--- src/rtl/add_nb_seq.sv ---
`timescale 1ns/1ps
// Multi-cycle add/sub, CHUNK bits per cycle; optional signed saturation via ADD_SAT_EN.
// Latency: out_valid NCHUNK edges after accept; one result per NCHUNK+2 cycles.
// Backpressure: result held in DONE until out_ready; in_ready low outside IDLE.
module add_nb_seq #(
    parameter int WIDTH = 8,
    parameter int CHUNK = 4
) (
    input  logic             clk,
    input  logic             rst,
    input  logic             in_valid,
    output logic             in_ready,
    input  logic [WIDTH-1:0] x,
    input  logic [WIDTH-1:0] y,
    input  logic             sub,
    output logic             out_valid,
    input  logic             out_ready,
    output logic [WIDTH-1:0] out,
    output logic             cout,
    output logic             ovf
);

    localparam int NCHUNK = WIDTH / CHUNK;
    localparam int CW     = (NCHUNK > 1) ? $clog2(NCHUNK) : 1;
    localparam logic [CW-1:0] LAST = CW'(NCHUNK - 1);

    localparam logic [1:0] IDLE = 2'd0;
    localparam logic [1:0] RUN  = 2'd1;
    localparam logic [1:0] DONE = 2'd2;

    logic [1:0]       state;
    logic [WIDTH-1:0] a_q;
    logic [WIDTH-1:0] b_q;
    logic             carry;
    logic [CW-1:0]    cnt;

    logic [CHUNK:0]   csum;
    logic [WIDTH-1:0] res_nxt;
    logic             ovf_nxt;

    // out doubles as the partial-result register while the ripple runs
    always_comb begin
        csum    = {1'b0, a_q[cnt*CHUNK +: CHUNK]}
                + {1'b0, b_q[cnt*CHUNK +: CHUNK]}
                + {{CHUNK{1'b0}}, carry};
        res_nxt = out;
        res_nxt[cnt*CHUNK +: CHUNK] = csum[CHUNK-1:0];
        ovf_nxt = (a_q[WIDTH-1] == b_q[WIDTH-1]) && (res_nxt[WIDTH-1] != a_q[WIDTH-1]);
    end

    assign in_ready  = (state == IDLE) && !rst;
    assign out_valid = (state == DONE) && !rst;

    always_ff @(posedge clk) begin
        if (rst) begin
            state <= IDLE;
            out   <= '0;
            cout  <= 1'b0;
            ovf   <= 1'b0;
            cnt   <= '0;
            a_q   <= '0;
            b_q   <= '0;
            carry <= 1'b0;
        end else begin
            case (state)
                IDLE: begin
                    if (in_valid) begin
                        a_q   <= x;
                        b_q   <= y ^ {WIDTH{sub}};
                        carry <= sub;
                        cnt   <= '0;
                        state <= RUN;
                    end
                end
                RUN: begin
                    out   <= res_nxt;
                    carry <= csum[CHUNK];
                    cnt   <= cnt + CW'(1);
                    if (cnt == LAST) begin
                        state <= DONE;
                        cnt   <= '0;
                        cout  <= csum[CHUNK];
                        ovf   <= ovf_nxt;
`ifdef ADD_SAT_EN
                        // clamp toward the sign of A; flags keep the wrapped result
                        if (ovf_nxt)
                            out <= {a_q[WIDTH-1], {(WIDTH-1){~a_q[WIDTH-1]}}};
`endif
                    end
                end
                DONE: begin
                    if (out_ready)
                        state <= IDLE;
                end
                default: state <= IDLE;
            endcase
        end
    end

endmodule

--- config.mk ---
export PLATFORM = sky130hd
export DESIGN_NAME = add_nb_seq
export DESIGN_NICKNAME = d
export VERILOG_FILES = /design/src/rtl/add_nb_seq.sv
export SDC_FILE = /design/constraint.sdc
export NUM_CORES = 1
export LEC_CHECK = 0
export CAP_MARGIN = 10
export CORE_MARGIN = 4
export CORE_UTILIZATION = 48
export DETAILED_ROUTE_END_ITERATION = 12
export PLACE_DENSITY = 0.83
export SLEW_MARGIN = 25
export SYNTH_ARGS = -nofsm -noshare
export SYNTH_HDL_FRONTEND = slang
export SYNTH_SLANG_ARGS = --single-unit
--- constraint.sdc ---
create_clock -name clk -period 3.2 [get_ports clk]
set_clock_uncertainty 0.2 [all_clocks]
set_input_delay 0.64 -clock clk [delete_from_list [all_inputs] [get_ports clk]]
set_output_delay 0.64 -clock clk [all_outputs]
set_load 0.02 [all_outputs]
==> results of run 1 <==
[through the flow]
step	power [W]	hold slack (ns)	instance area [um2]	util	std cells
after global placement	0.000604	0.243	1730	0.621	215
after detailed placement	0.000612	0.247	1730	0.621	215
after floorplan	0.000544	0.232	1400	-	160
after global routing	0.000886	0.287	1790	0.642	223
after CTS	0.000845	0.260	1790	0.642	223
final	0.000837	0.261	1790	0.642	223
[final cells by class]
type | count | area [um2]
fillers | 259 | 995
clock inverters | 1 | 5.00
well taps | 31 | 38.8
inverters | 7 | 26.3
flip-flops and latches | 30 | 601
repair buffers | 34 | 335
multi-input cells | 113 | 726
clock buffers | 7 | 55.1
[flip-flops by register name (all words and copies together) (netlist names)]
signal  count
ovf         1
b_q         8
a_q         8
cout        1
out         8
cnt         1
state       2
carry       1
[power by group through the flow]
stage               combinational (W)  sequential (W)  clock [W]
floorplan                    0.000114        0.000430          0
global placement             0.000173        0.000431          0
detailed placement           0.000180        0.000432          0
CTS                          0.000182        0.000424   0.000239
global route                 0.000202        0.000428   0.000256
finish                       0.000180        0.000423   0.000234
[synth_stat cells]
cell type	count
a21o_2	1
o211ai_1	1
a22o_1	1
mux2i_1	2
buf_2	5
nor2_2	1
ha_1	3
a21boi_1	1
nand2b_1	1
o21ai_1	2
mux2_1	6
buf_4	1
and3_1	1
or3_1	2
inv_1	6
or4_1	1
o22a_1	1
and3b_1	1
o221ai_1	1
clkbuf_1	4
a31oi_1	2
dfxtp_1	30
nor3_1	2
or2_1	1
nor3b_2	1
fa_1	2
inv_2	1
xnor2_1	9
a211oi_1	11
nand3b_1	1
a21oi_1	18
nand2_1	26
nor2_1	12
nand3_1	2
[worst max-delay path, cell delays in order]
cell and delay, ns:
clkdlybuf4s50_1 0.45, nor3_1 0.21, clkdlybuf4s50_1 0.66
[logic make-up (layout without fill, tap and decap cells)]
group / count (synthesis) / after routing
compound gates: 39 / 39
simple gates: 52 / 52
flops: 30 / 30
mux: 8 / 8
fa+ha+maj: 5 / 5
buf+inv: 17 / 49
xor+xnor: 9 / 9
[final timing paths]
| path | start | endpoint | slack, ns | depth (start not counted) |
|---|---|---|---|---|
| worst max-delay path | rst | out_valid | 0.41 | 3 |
| worst max register to register | cnt | carry | 0.45 | 8 |
| worst min register to register | a_q[0] | a_q[0] | 0.26 | 2 |
| worst min-delay path | a_q[0] | a_q[0] | 0.26 | 2 |
[metal layers]
layer	routed length (um)	up-vias	global-route usage
met1	1160	550	0.207
met5	0	-	0
met2	1570	34	0.315
li1	-	611	-
met4	82	0	0.106
met3	192	10	0.0558
==> metrics.md, run 1 <==
| Metric | Value |
|---|---|
| Combinational Power Share | `0.215` |
| Fraction of the mapped netlist area in simple logic gates | `0.169` |
| Mux cell area share after synthesis | `0.0626` |
| Largest family of logic cells by synthesized area | `compound AO/OA/AOI/OAI gates` |
| Final number of setup-violating endpoints | `0` |
| Setup slack after layout | `around 0.41 ns` |
| # Post-CTS Setup Buffers | `0` |
| Sw frac | `0.285` |
| H-tree level count | `2` |
| Std-Cell Rows | `19` |
| Cells after synthesis | `160` |
| Core area | `0.00278 mm2` |
| Synthesized cell area | `0.00140 mm2` |
| Vias in the first global route | `1231` |
| GRT Residual Overflow | `0` |
| Die Area | `approximately 0.0038 mm2` |
| Routed wire length | `3010 um` |
| Netlist cell types | `34` |
| Worst min path class | `flip-flop to flip-flop` |
| Post-synthesis compound-gate area fraction | `0.175` |
| Slew margin rel. | `0.636` |
| Routed WL per cell | `13.5 um` |
| Clk pin slew, worst setup/hold paths | `0.09 ns` |
| IO Pins | `33` |
| Clock power frac | `0.279` |
| Most frequent cells in the layout | `clkdlybuf4s50_1, dfxtp_1, nand2_1, a21oi_1, nor2_1` |
| Initial antenna violation count | `0` |
| Mean Syn Cell Area | `8.75 um2` |
| Xor-xnor portion of the synthesized cell area | `0.0563` |
| Share of the synthesized area in the top cell type | `0.429` |
| Sequential share of power | `0.506` |
| Nets | `between 200 and 250` |
| Clk buf depth | `2` |
| Largest net degree at the start of global routing | `29` |
| Peak supply drop | `0.391 mV` |
| All-Layer GR Usage | `0.187` |
| DRC marker count from the first detailed-route iteration | `35` |
| Final cycle utilization of the critical path | `0.873` |
| Period minus WS final | `2.79 ns` |
| Synth top area cells | `dfxtp_1, nand2_1, a21oi_1` |
| RSZ-0062 raised after global routing | `no` |
| Starting Density | `0.503` |
| Pwr per Cell Area | `469 mW/mm2` |
| CP Max Fanout | `3` |
| ANT cells | `0` |
| Maximum clock frequency | `358 MHz` |
| First-pass GRT wire length | `5160 um` |
| Max-cap violations | `0` |
| Vias | `1205` |
| Setup CP Type | `input pin to output pin` |
| Leading area contributor after synthesis | `dfxtp_1` |
| Die width | `62.0 um` |
| Status | `completed` |
| Register area share after synthesis | `0.429` |
| Worst-Skew Late Latency | `0.33 ns` |
| PortBufs | `32` |
| Yosys reg bits | `30` |
| Synthesis-to-layout area growth | `27.6%` |
| Clock sinks | `30` |
| Layout cell share with drive strength beyond 1 | `0.0677` |
| Cell Int Power | `between 0.0005 and 0.0006 W` |
| CP Launch Type | `input pin` |
| CTS tree | `built` |
| Hold Violations, Final | `0` |
| Setup TNS | `0 ns` |
| Die Height | `approximately 62 um` |
| Num CTS Buffers | `5` |
| First-pass DRT Iterations | `4` |
| Synthesized net count | `186` |
| Placer congestion estimate | `0.831` |
| Hold_buf cts | `0` |
| Commonest non-fill, non-tap cell in the layout | `clkdlybuf4s50_1` |
| Leakage | `about 0.69 nW` |
| Cts repair resizes | `0` |
| Vias per inst | `5.40` |
| Tightest Pin Transition | `0.545 ns` |
| Final HPWL DP | `~2300 um` |
| Psw | `about 0.00024 W` |
| Max-slew violation count | `0` |
| WP data required | `around 2.4 ns` |
| Worst EP arrival | `1.95 ns` |
| Post-route antenna net violation count | `0` |
| Syn. warnings | `0` |
| DRC Markers | `0` |
| Adder-cell share of the synthesized area | `0.0554` |
| Crit end category | `output pin` |
| Root buffer cell | `clkbuf_4` |
| Dpl ws | `~0.4 ns` |
Power figures use the tool's default switching activity.
==> inputs of run 2 (changes only) <==
Settings changed: ABC_AREA from default to 1, CORE_UTILIZATION 48 to 49, PLACE_DENSITY 0.83 to 0.84, RECOVER_POWER from default to 25, SLEW_MARGIN 25 to 10.
==> metrics.md, run 2 <==
| Metric | Value |
|---|---|
| Hold_buf cts | `0 (unchanged)` |
| Sw frac | `0.312 (+0.0263)` |
| Die Height | `62.5 um (+0.83%)` |
| Sequential share of power | `0.480 (-0.026)` |
| Post-route antenna net violation count | `0 (unchanged)` |
| Max-cap violations | `0 (unchanged)` |
| Die width | `62.5 um (+0.83%)` |
| Worst EP arrival | `2.04 ns (+0.09 ns)` |
| Cell Int Power | `0.000609 W (+1.7%)` |
| Routed WL per cell | `11.8 um (-12%)` |
| Root buffer cell | `clkbuf_4` |
| Num CTS Buffers | `5 (unchanged)` |
| Die Area | `0.00391 mm2 (+1.7%)` |
| GRT Residual Overflow | `0 (unchanged)` |
| Synthesized cell area | `0.00146 mm2 (+4.0%)` |
| Clk buf depth | `2 (unchanged)` |
| Yosys reg bits | `30 (unchanged)` |
| Hold Crit Start | `b_q[0]` |
| Synth async-reset ratio | `0 (unchanged)` |
| Synth top area cells | `dfxtp_1, o21ai_0, nor2_1` |
| Initial antenna violation count | `0 (unchanged)` |
| Max-slew violation count | `0 (unchanged)` |
| Most frequent cells after synthesis | `dfxtp_1, nor2_1, o21ai_0` |
| Mean Syn Cell Area | `7.51 um2 (-14%)` |
| Synthesized net count | `220 (+18%)` |
| Launch point of the worst reg-to-reg path | `cnt` |
| Share of the synthesized area in the top cell type | `0.412 (-0.0166)` |
| CP Max Fanout | `5 (+2)` |
| Crit end category | `output pin` |
| Syn. warnings | `0 (unchanged)` |
| ANT cells | `0 (unchanged)` |
| Register area share after synthesis | `0.412 (-0.0166)` |
| Peak supply drop | `0.287 mV (-27%)` |
| Routed wire length | `3080 um (+2.3%)` |
| Commonest non-fill, non-tap cell in the layout | `clkdlybuf4s50_1` |
| Post-synthesis compound-gate area fraction | `0.181 (+0.00612)` |
| WP data required | `2.36 ns (about the same)` |
| Cells after synthesis | `194 (+21%)` |
| Final instance area | `0.00186 mm2 (+4.0%)` |
| Worst min path class | `flip-flop to flip-flop` |
| Most frequent cells in the layout | `clkdlybuf4s50_1, dfxtp_1, nor2_1, o21ai_0, nand2_1` |
| Count leader, synth | `dfxtp_1` |
| Final number of setup-violating endpoints | `0 (unchanged)` |
| Vias per inst | `5.02 (-7.2%)` |
| Leakage | `0.803 nW (+17%)` |
| Starting Density | `0.519 (+0.0158)` |
| CP Launch Type | `input pin` |
| Combinational Power Share | `0.253 (+0.038)` |
| Vias in the first global route | `1307 (+6.2%)` |
| Tot Pwr | `0.000884 W (+5.6%)` |
| Final cycle utilization of the critical path | `0.901 (+0.0277)` |
| Placer congestion estimate | `0.797 (-4.1%)` |
| Top Registers | `a_q (8), b_q (8), out (8)` |
| Xor-xnor portion of the synthesized cell area | `0.0541 (-0.00218)` |
| CTS tree | `built` |
| DRC Markers | `0 (unchanged)` |
| # Post-CTS Setup Buffers | `0 (unchanged)` |
| Layout cell share with drive strength beyond 1 | `0.0699 (+0.00216)` |
| Mux cell area share after synthesis | `0 (-0.0626)` |
| Largest family of logic cells by synthesized area | `simple AND/OR/NAND/NOR gates` |
| H-tree level count | `2 (unchanged)` |
| Netlist cell types | `28 (-18%)` |
| Largest net degree at the start of global routing | `21 (-28%)` |
| Period minus WS final | `2.88 ns (+0.0885 ns)` |
| All-Layer GR Usage | `0.169 (-0.0176)` |
| Hold Violations, Final | `0 (unchanged)` |
| Maximum clock frequency | `347 MHz (-3.1%)` |
| First-pass DRT Iterations | `4 (unchanged)` |
| Setup CP Type | `input pin to output pin` |
| Adder-cell share of the synthesized area | `0.0533 (-0.00214)` |
| First-pass GRT wire length | `5440 um (+5.3%)` |
| Core area | `0.00281 mm2 (+0.85%)` |
| PortBufs | `32 (unchanged)` |
| Setup TNS | `0 ns (unchanged)` |
| Synth Flop Type | `dfxtp_1` |
| Vias | `1304 (+8.2%)` |
| IO Pins | `33 (unchanged)` |
| Psw | `0.000276 W (+15%)` |
| Nets | `254 (+17%)` |
| Number of synthesized flops with an enable pin | `0 (unchanged)` |
| Std-Cell Rows | `19 (unchanged)` |
| Cts repair resizes | `0 (unchanged)` |
| Tightest Pin Transition | `0.617 ns (+0.0725 ns)` |
| Fraction of the mapped netlist area in simple logic gates | `0.213 (+0.0442)` |
| RSZ-0062 raised after global routing | `no` |
| Clk pin slew, worst setup/hold paths | `0.10 ns (about the same)` |
| Cell Area, Placed | `0.00180 mm2 (+4.3%)` |
| Slew margin rel. | `0.588 (-0.0484)` |
| Synthesis-to-layout area growth | `27.6% (about the same)` |
| Status | `completed` |
| DRC marker count from the first detailed-route iteration | `36 (+2.9%)` |
| Leading area contributor after synthesis | `dfxtp_1` |
| Clock power frac | `0.267 (-0.012)` |
| Final HPWL DP | `2260 um (-0.42%)` |
| Worst-Skew Late Latency | `0.33 ns (about the same)` |
| CP startpoint | `rst` |
| Pwr per Cell Area | `476 mW/mm2 (+1.6%)` |
| Clock sinks | `30 (unchanged)` |
run 2: changes by cell type after synthesis, sizes merged, moves of 3 or more:
cell	previous run	this run
xor2	0	5
inv	7	23
a211oi	11	3
o21ai	2	27
nor2	13	30
nand3	2	14
mux2	6	0
xnor2	9	4
a21oi	18	15
run 2: path summary, 6_finish.rpt:
| check | slack (ns) | cells past startpoint | to |
|---|---|---|---|
| max | 0.32 | 5 | out_valid |
| min | 0.26 | 2 | b_q[0] |
| min reg2reg | 0.26 | 2 | b_q[0] |
| max reg2reg | 0.59 | 8 | carry |
run 2: logic make-up (layout without fill, tap and decap cells):
logic type / count (synthesis) / in the layout
DFF: 30 / 30
xor gates and xnor gates: 9 / 9
and+or+nand+nor: 70 / 70
adders and majority gates: 5 / 5
AOI/OAI and AO/OA: 49 / 49
buffers and inverters: 31 / 66
run 2: metal layers:
metal  global-route usage  wire length [um]  vias to the layer above
met3               0.0432               133                        8
met4               0.0661                61                        0
li1                     -                 -                      698
met5                    0                 0                        -
met1                0.202              1490                      570
met2                0.289              1390                       28
run 2: layout make-up:
cell class / count / area [um2]
fill: 250 / 947
multi-input combinational: 133 / 731
sequential: 30 / 601
timing repair buffer: 35 / 339
inverter: 23 / 88.8
clock buffer: 7 / 55.1
tap: 31 / 38.8
clock inverter: 1 / 5.00
run 2: power by group through the flow:
| stage | combinational (W) | clock (W) | sequential, W |
|---|---|---|---|
| 2_1_floorplan | 0.000142 | 0 | 0.000438 |
| 3_3_place_gp | 0.000221 | 0 | 0.000432 |
| 3_5_place_dp | 0.000225 | 0 | 0.000434 |
| 4_1_cts | 0.000226 | 0.000233 | 0.000425 |
| 5_1_grt | 0.000253 | 0.000251 | 0.000429 |
| 6_report | 0.000224 | 0.000236 | 0.000425 |
run 2: worst max-delay path, stage by stage:
cell	delay, ns
clkdlybuf4s50_1	0.52
inv_1	0.12
nand3_1	0.10
inv_1	0.07
clkdlybuf4s50_1	0.60
run 2: per-stage QoR:
| step | utilization | hold slack, ns | cells | worst slack [ns] |
|---|---|---|---|---|
| floorplan | - | 0.224 | 194 | 0.957 |
| global placement | 0.642 | 0.239 | 252 | 0.352 |
| detailed placement | 0.642 | 0.244 | 252 | 0.338 |
| CTS | 0.664 | 0.257 | 260 | 0.325 |
| global route | 0.662 | 0.271 | 260 | 0.228 |
| finish | 0.662 | 0.259 | 260 | 0.317 |
==> inputs of run 3 (changes only) <==
Settings changed: CORE_MARGIN 4 to 2.
==> metrics.md, run 3 (synthesis gave the netlist of run 2 again) <==
| Metric | Value |
|---|---|
| IO Pins | `33 (unchanged)` |
| Dpl ws | `0.345 ns (+0.00730 ns)` |
| Root buffer cell | `clkbuf_4` |
| PortBufs | `32 (unchanged)` |
| Metal3 WL | `212 um (+59%)` |
| Die Area | `0.00342 mm2 (-12%)` |
| Worst min path class | `flip-flop to flip-flop` |
| Hold path endpoint | `b_q[5]` |
| Largest net degree at the start of global routing | `21 (unchanged)` |
| GRT Residual Overflow | `0 (unchanged)` |
| Setup CP Type | `input pin to output pin` |
| Initial antenna violation count | `0 (unchanged)` |
| Vias | `1342 (+2.9%)` |
| ANT cells | `0 (unchanged)` |
| RSZ-0062 raised after global routing | `no` |
| DRC Markers | `0 (unchanged)` |
| Setup slack after layout | `0.332 ns (+0.0146 ns)` |
| DRC marker count from the first detailed-route iteration | `34 (-5.6%)` |
| Clk buf depth | `2 (unchanged)` |
| All-Layer GR Usage | `0.202 (+0.0331)` |
| Maximum clock frequency | `349 MHz (+0.51%)` |
| Worst Hold Slack | `0.255 ns (-0.00460 ns)` |
| Final core utilization | `0.665 (+0.00251)` |
| Std-Cell Rows | `19 (unchanged)` |
| Reg2reg setup slack | `0.66 ns (+0.07 ns)` |
| Period minus WS final | `2.87 ns (-0.0146 ns)` |
| Tightest Pin Transition | `0.606 ns (-0.0118 ns)` |
| Cts repair resizes | `0 (unchanged)` |
| Launch point of the worst reg-to-reg path | `cnt` |
| # Post-CTS Setup Buffers | `0 (unchanged)` |
| Crit end category | `output pin` |
| CP Max Fanout | `4 (-1)` |
| Hold Crit Depth | `2 (unchanged)` |
| Routed WL per cell | `11.5 um (-2.6%)` |
| Starting Density | `0.524 (+0.00444)` |
| Routed wire length | `2990 um (-3.0%)` |
| Hold Violations, Final | `0 (unchanged)` |
| Hold_buf cts | `0 (unchanged)` |
| Setup TNS | `0 ns (unchanged)` |
| Top Registers | `a_q (8), b_q (8), out (8)` |
| Max-slew violation count | `0 (unchanged)` |
| Num CTS Buffers | `5 (unchanged)` |
| Max-cap violations | `0 (unchanged)` |
| Worst-Skew Late Latency | `0.33 ns (about the same)` |
| Reg2reg end | `ovf` |
| Die width | `58.5 um (-6.4%)` |
| Peak supply drop | `0.378 mV (+32%)` |
| M1 wire length | `1300 um (-13%)` |
| Delay-heaviest family, CP | `buffers and inverters` |
| Post-route antenna net violation count | `0 (unchanged)` |
| Cell breakdown of the critical path | `clkdlybuf4s50_1 -> inv_1 -> nand3_1 -> inv_1 -> clkdlybuf4s50_1` |
| Clock sinks | `30 (unchanged)` |
| Worst EP arrival | `2.03 ns (about the same)` |
| Final HPWL DP | `2250 um (about the same)` |
| Final number of setup-violating endpoints | `0 (unchanged)` |
| Synthesis-to-layout area growth | `27.0%` |
| Slew margin rel. | `0.596 (+0.00785)` |
| Delay of the slowest cell on the worst path | `0.59 ns (about the same)` |
| Pwr per Cell Area | `462 mW/mm2 (-2.9%)` |
| CP max-delay cell | `clkdlybuf4s50_1` |
| Die Height | `58.5 um (-6.4%)` |
| Final cycle utilization of the critical path | `0.896 (-0.00455)` |
| Clk pin slew, worst setup/hold paths | `0.09 ns (about the same)` |
| CTS tree | `built` |
| Vias per inst | `5.18 (+3.3%)` |
| WP data required | `2.36 ns (about the same)` |
| Crit path buf inv count | `4 (unchanged)` |
| Placer congestion estimate | `0.860 (+8.0%)` |
| Vias in the first global route | `1223 (-6.4%)` |
| H-tree level count | `2 (unchanged)` |
| Metal2 WL | `1400 um (+0.50%)` |
| First-pass DRT Iterations | `5 (+1)` |
| Nets | `254 (unchanged)` |
| Top Layer Used | `met4` |
| R2r worst-path depth | `12 (+4)` |
| First-pass GRT wire length | `5170 um (-4.9%)` |
| Leakage | `0.803 nW (about the same)` |
| Layout cell share with drive strength beyond 1 | `0.0746 (+0.00469)` |
| Hold Crit Start | `b_q[5]` |
| Core area | `0.00278 mm2 (-0.85%)` |
| FILL cells | `252 (+0.80%)` |
| Most frequent cells in the layout | `dfxtp_1, clkdlybuf4s50_1, nor2_1, o21ai_0, nand2_1` |
| CP Launch Type | `input pin` |
| Status | `completed` |
-- run 3: cell types whose count changed in the layout (fill, tap and decap cells not counted) --
| cell | before | now |
|---|---|---|
| clkdlybuf4s50_1 | 31 | 30 |
| dlygate4sd3_1 | 1 | 2 |
| clkbuf_8 | 1 | 0 |
| clkbuf_1 | 2 | 0 |
| buf_4 | 2 | 3 |
| clkinv_2 | 1 | 2 |
-- run 3: how the worst max path moves through the flow --
stage	startpoint	end	slack, ns	cells past startpoint
global placement	rst	out_valid	0.39	5
floorplan	cnt	carry	0.96	9
global route	rst	out_valid	0.26	5
CTS	rst	out_valid	0.33	5
detailed placement	rst	out_valid	0.35	5
finish	rst	out_valid	0.33	5
-- run 3: power breakdown --
part	total (W)	leakage [nW]	switching [W]	internal (W)
Combinational	0.000225	0.525	0.000126	0.0000988
Sequential	0.000424	0.247	0.0000197	0.000404
Clock	0.000205	0.0308	0.000127	0.0000787
Total	0.000855	0.803	0.000273	0.000582
-- run 3: final cells by class --
class,instances,area [um2],share of cell area
Timing Repair Buffer,35,343,0.185
Clock inverter,2,10.0,0.00541
Multi-Input combinational cell,133,731,0.395
Inverter,23,88.8,0.0480
Sequential cell,30,601,0.325
Tap cell,31,38.8,0.0210
Clock buffer,5,37.5,0.0203
-- run 3: worst register-to-register path, delay by kind of cell (launching register included) --
kind | cells | cell delay [ns]
compound gates | 2 | 0.27
flops | 1 | 0.72
buf+inv | 2 | 0.25
simple gates | 7 | 0.71
fa+ha+maj | 1 | 0.33
-- run 3: metrics by stage --
step | std cells | power, W | instance area (um2)
final | 259 | 0.000855 | 1850
after global placement | 252 | 0.000652 | 1800
after CTS | 259 | 0.000860 | 1850
after global routing | 259 | 0.000905 | 1850
after floorplan | 194 | 0.000579 | 1460
after detailed placement | 252 | 0.000659 | 1800
-- run 3: routing by layer --
layer / track usage / vias to the layer above
li1: - / 696
met1: 0.256 / 597
met2: 0.329 / 39
met3: 0.0396 / 10
met4: 0.0997 / 0
met5: 0 / -
